File: src/rtl/float_fixed_conv.sv
// IEEE-754 single to signed Q(M).(N) fixed-point converter.
// Multi-cycle FSM with valid/ready handshakes on both the input and the output side.
module float_fixed_conv #(
  parameter int M = 16,
  parameter int N = 16
) (
  input  logic             clk,
  input  logic             rst_n,
  input  logic             in_valid,
  output logic             in_ready,
  input  logic [31:0]      float_in,
  output logic             out_valid,
  input  logic             out_ready,
  output logic [M+N-1:0]   fixed_out,
  output logic             overflow,
  output logic             invalid
);
  // state  | meaning
  // IDLE   | waiting for a float, in_ready=1
  // DECODE | split sign/exponent/mantissa, classify, compute shift k
  // SHIFT  | align mantissa into magnitude, flag overflow from the shift
  // PACK   | apply sign, saturate, load result registers
  // HOLD   | present result until out_ready
  localparam int W = M + N;
  localparam logic signed [11:0] K_OFF = 12'(N - 150);
  localparam logic signed [11:0] K_MAX = 12'(W - 24);
  localparam logic [W:0] POS_MAX = {2'b00, {(W-1){1'b1}}};
  localparam logic [W:0] NEG_MAX = {2'b01, {(W-1){1'b0}}};

  typedef enum logic [2:0] {IDLE, DECODE, SHIFT, PACK, HOLD} state_t;
  state_t state, state_n;

  logic [31:0]        f_q;
  logic               sign_q, nan_q, inf_q, zero_q, sh_ovf_q;
  logic [23:0]        mant_q;
  logic signed [11:0] k_q, k_neg;
  logic [W:0]         mag_q, mag_n, ext_m, mag_neg;
  logic               sh_ovf_n;
  logic [W-1:0]       pack_val;
  logic               pack_ovf, pack_inv;

  assign in_ready  = (state == IDLE);
  assign out_valid = (state == HOLD);

  always_ff @(posedge clk or negedge rst_n) begin
    if (!rst_n) state <= IDLE;
    else        state <= state_n;
  end

  always_comb begin
    state_n = state;
    case (state)
      IDLE:    if (in_valid) state_n = DECODE;
      DECODE:  state_n = SHIFT;
      SHIFT:   state_n = PACK;
      PACK:    state_n = HOLD;
      HOLD:    if (out_ready) state_n = IDLE;
      default: state_n = IDLE;
    endcase
  end

  // Alignment: left shifts beyond K_MAX push the leading one to bit W or above.
  always_comb begin
    ext_m    = {{(W+1-24){1'b0}}, mant_q};
    k_neg    = -k_q;
    mag_n    = '0;
    sh_ovf_n = 1'b0;
    if (!k_q[11]) begin
      if (k_q > K_MAX) sh_ovf_n = 1'b1;
      else             mag_n    = ext_m << k_q;
    end else if (k_neg < 12'sd24) begin
      mag_n = ext_m >> k_neg;
    end
  end

  // Negative side allows magnitude 2^(W-1) so the most negative value is exact.
  always_comb begin
    mag_neg  = -mag_q;
    pack_val = '0;
    pack_ovf = 1'b0;
    pack_inv = 1'b0;
    if (nan_q) begin
      pack_inv = 1'b1;
    end else if (inf_q || sh_ovf_q ||
                 (!sign_q && mag_q > POS_MAX) || (sign_q && mag_q > NEG_MAX)) begin
      pack_ovf = !zero_q;
      if (!zero_q) pack_val = sign_q ? {1'b1, {(W-1){1'b0}}} : {1'b0, {(W-1){1'b1}}};
    end else if (!zero_q) begin
      pack_val = sign_q ? mag_neg[W-1:0] : mag_q[W-1:0];
    end
  end

  always_ff @(posedge clk or negedge rst_n) begin
    if (!rst_n) begin
      f_q       <= '0;
      sign_q    <= 1'b0;
      nan_q     <= 1'b0;
      inf_q     <= 1'b0;
      zero_q    <= 1'b0;
      sh_ovf_q  <= 1'b0;
      mant_q    <= '0;
      k_q       <= '0;
      mag_q     <= '0;
      fixed_out <= '0;
      overflow  <= 1'b0;
      invalid   <= 1'b0;
    end else begin
      case (state)
        IDLE: if (in_valid) begin
          f_q       <= float_in;
          fixed_out <= '0;
          overflow  <= 1'b0;
          invalid   <= 1'b0;
        end
        DECODE: begin
          sign_q <= f_q[31];
          mant_q <= {|f_q[30:23], f_q[22:0]};
          k_q    <= $signed({4'b0000, f_q[30:23]}) + K_OFF;
          nan_q  <= (&f_q[30:23]) && (|f_q[22:0]);
          inf_q  <= (&f_q[30:23]) && !(|f_q[22:0]);
          zero_q <= (f_q[30:23] == 8'h00);
        end
        SHIFT: begin
          mag_q    <= mag_n;
          sh_ovf_q <= sh_ovf_n;
        end
        PACK: begin
          fixed_out <= pack_val;
          overflow  <= pack_ovf;
          invalid   <= pack_inv;
        end
        default: ;
      endcase
    end
  end
endmodule

File: config.mk
export PLATFORM = sky130hd
export DESIGN_NAME = float_fixed_conv
export DESIGN_NICKNAME = d
export VERILOG_FILES = /design/src/rtl/float_fixed_conv.sv
export SDC_FILE = /design/constraint.sdc
export NUM_CORES = 1
export LEC_CHECK = 0
export BUFFER_PORTS_ARGS = -buffer_cell sky130_fd_sc_hd__buf_4
export CAP_MARGIN = 15
export CORE_ASPECT_RATIO = 1.2
export CORE_UTILIZATION = 53
export DETAILED_ROUTE_END_ITERATION = 8
export GPL_TIMING_DRIVEN = 1
export PLACE_DENSITY = 0.75
export SYNTH_ARGS = -nofsm -noshare
export SYNTH_HDL_FRONTEND = slang
export SYNTH_SLANG_ARGS = --single-unit
File: constraint.sdc
create_clock -name clk -period 3.08 [get_ports clk]
set_input_delay 0.154 -clock clk [delete_from_list [all_inputs] [get_ports clk]]
set_output_delay 0.154 -clock clk [all_outputs]
set_load 0.005 [all_outputs]
==> out/results.tsv <==
metric	value	unit
rsz_0062_raised_after_global_routing	false	
h-tree-depth	4	
p_sw_frac	0.454	
worstPathRequired	3340	ps
initial_utilization	0.547	
synthCells	984	
post_synth_main_area_contributors	dfrtp_1, mux4_2, nand2_1	
cp-start-kind	flip-flop	
estimated_wirelength_of_the_detail_placed_design	19.5	mm
antenna_left	0	
rows	52	
number_of_detailed_routing_iterations_run_before_antenna_repair	5	
die-width	123	um
power.share.clock	0.157	
timing_worst_slew_pin_value	1010	ps
cts_tree	built	
cts_hold_buffers	35	
root_buffer	clkbuf_16	
global_route.overflow_total	0	
clock_latency	430	ps
clkSlewWorstSetupHoldPaths	60	ps
globalRouteTotalUtil	0.315	
areaGrowthSynthToFinish	19.4	%
final_routed_wirelength	26.6	mm
peakVddDrop	0.000621	V
final_cells	1300	
synth-async-reset-ratio	1.00	
power.switching	6.26	mW
synth_enable_flop_cells	0	
gp_routability_congestion	0.999	
synthesis.yosys.warnings	0	
finalWorstPathRequiredPeriod	2890	ps
placed_cells_incl_taps	1232	
synth_top_cell_by_area	dfrtp_1	
critPathMaxFanout	28	
fin_setup_tns	0	ps
avgSynthCellArea	9.47	um2
max-slew-margin-rel	0.328	
design_power_total	13.8	mW
share_of_the_yosys_chip_area_belonging_to_registers	0.379	
first_global_vias	7987	
synthesis.nets	1024	
dominantRegCellSynth	dfrtp_1	
post-route-worst-setup-slack	191	ps
synth_top_area_share	0.379	
io_pins	72	
utilization	0.653	
placed_cell_area	0.0102	mm2
finalSetupViolCount	0	
clock_sink_count	141	
timing_worst_setup_path_type	flip-flop to flip-flop	
fmax	346	MHz
cell_internal_pwr	7.52	mW
cts_repair_resize_count	0	
total_leakage_power	4.85	nW
post-route-drc-count	0	
drt_first_iter_violations	791	
finalHoldViolations	0	
via_per_inst	6.29	
timing.critical_path.to_type	flip-flop	
antenna_found_initial	0	
fin_skew	8.28	ps
status	complete, no violations	
fillers	1375	
max_cap_violations	0	
synth.cell_area	0.00932	mm2
place.port_buffers	71	
die_height	147	um
preCtsSetupSlack	239	ps
min_period_over_period	0.938	
share_of_layout_cells_above_drive_strength_1	0.232	
hold_path.class	input pin to asynchronous set/reset pin	
post_cts_setup_buffer_count	0	
fin_nets	1111	
finalInstanceArea	0.0111	mm2
synth.distinct_cells	73	
share_comb_of_total_power	0.595	
n_antenna_cell	0	
cp_data_arrival_time	3150	ps
global_route_wire_length_before_repair	43.4	mm
seq_power_share	0.248	
post_drt_wl_per_cell	20.4	um
powerDensity	1240	mW/mm2
fin_worst_hold_slack	361	ps
vias	8181	
leading_cell_type_in_the_layout_fill_and_taps_excluded	nand2_1	
clockBufferDepth	2	
grt_start_max_net_pins	91	
mostFrequentLayoutCells	nand2_1, dfrtp_1, buf_4	
fp.dieArea	0.0181	mm2
total_core_area	0.0170	mm2
sequential_cell_area	0.00353	mm2
multiInputGateArea	0.00542	mm2
cts-buffers-inserted	17	
synthesis_stage_register_bit_count	141	
final_max_slew_viol_count	0	
## power by group through the flow
| stage | sequential (mW) | clock, mW | combinational [mW] |
|---|---|---|---|
| floorplan | 3.05 | 0 | 5.94 |
| global placement | 3.40 | 0 | 7.96 |
| detailed placement | 3.43 | 0 | 8.03 |
| CTS | 3.40 | 2.19 | 8.11 |
| global route | 3.52 | 2.27 | 8.90 |
| finish | 3.41 | 2.16 | 8.21 |
## cells by family after synthesis
kind of cell,synth area share
mux,0.208
flops,0.379
compound gates,0.158
fa+ha+maj,0.00537
simple gates,0.184
xor+xnor,0.0252
buf+inv,0.0415
## cells in the mapped netlist (all sizes together), types with 7 or more instances
cell type,count
nand2,176
dfrtp,141
nor2,69
mux2,57
mux2i,53
clkbuf,50
mux4,34
nor3,33
o21ai,33
buf,31
a21oi,26
o211ai,25
nand3,18
xor2,16
nor4,15
nand4,14
o221ai,14
o31ai,14
inv,11
o41ai,10
xnor2,10
nand2b,9
or3,9
a31oi,8
and2,7
o22ai,7
## final cells by class
| type | count | area share |
|---|---|---|
| Clock buffer | 24 | 0.0433 |
| Clock inverter | 8 | 0.0118 |
| Inverter | 12 | 0.00405 |
| Multi-Input combinational cell | 750 | 0.487 |
| Sequential cell | 141 | 0.317 |
| Tap cell | 216 | 0.0243 |
| Timing Repair Buffer | 149 | 0.112 |
## registers in the layout, indices dropped and copies added, names as in the netlist, 3 cells and up
name / count
f_q: 32
fixed_out: 32
k_q: 10
mag_q: 33
mant_q: 24
state: 3
## critical path, stage by stage (launching register included)
cell and delay (ps):
dfrtp_1 480, nand4_1 170, a2111oi_0 840, a31oi_1 320, o211ai_4 670, o221ai_1 240
## worst paths after layout
kind                       startpoint            end  slack (ps)  depth (start not counted)
max reg2reg                 mag_q[14]  fixed_out[19]         190                          5
max                         mag_q[14]  fixed_out[19]         190                          5
min reg2reg                 mag_q[32]      mag_q[32]         470                          2
min                             rst_n       overflow         360                          2
max in group asynchronous       rst_n  fixed_out[10]        1970                          3
min in group clk            out_ready       state[2]         450                          3
## per-layer routing
layer	global-route usage	share of wire	vias to the layer above
met5	0	0	-
met4	0.166	0.048	0
met3	0.0532	0.052	90
met2	0.518	0.49	319
met1	0.394	0.40	3948
li1	-	-	3824
(Power assumes the default switching activity.)
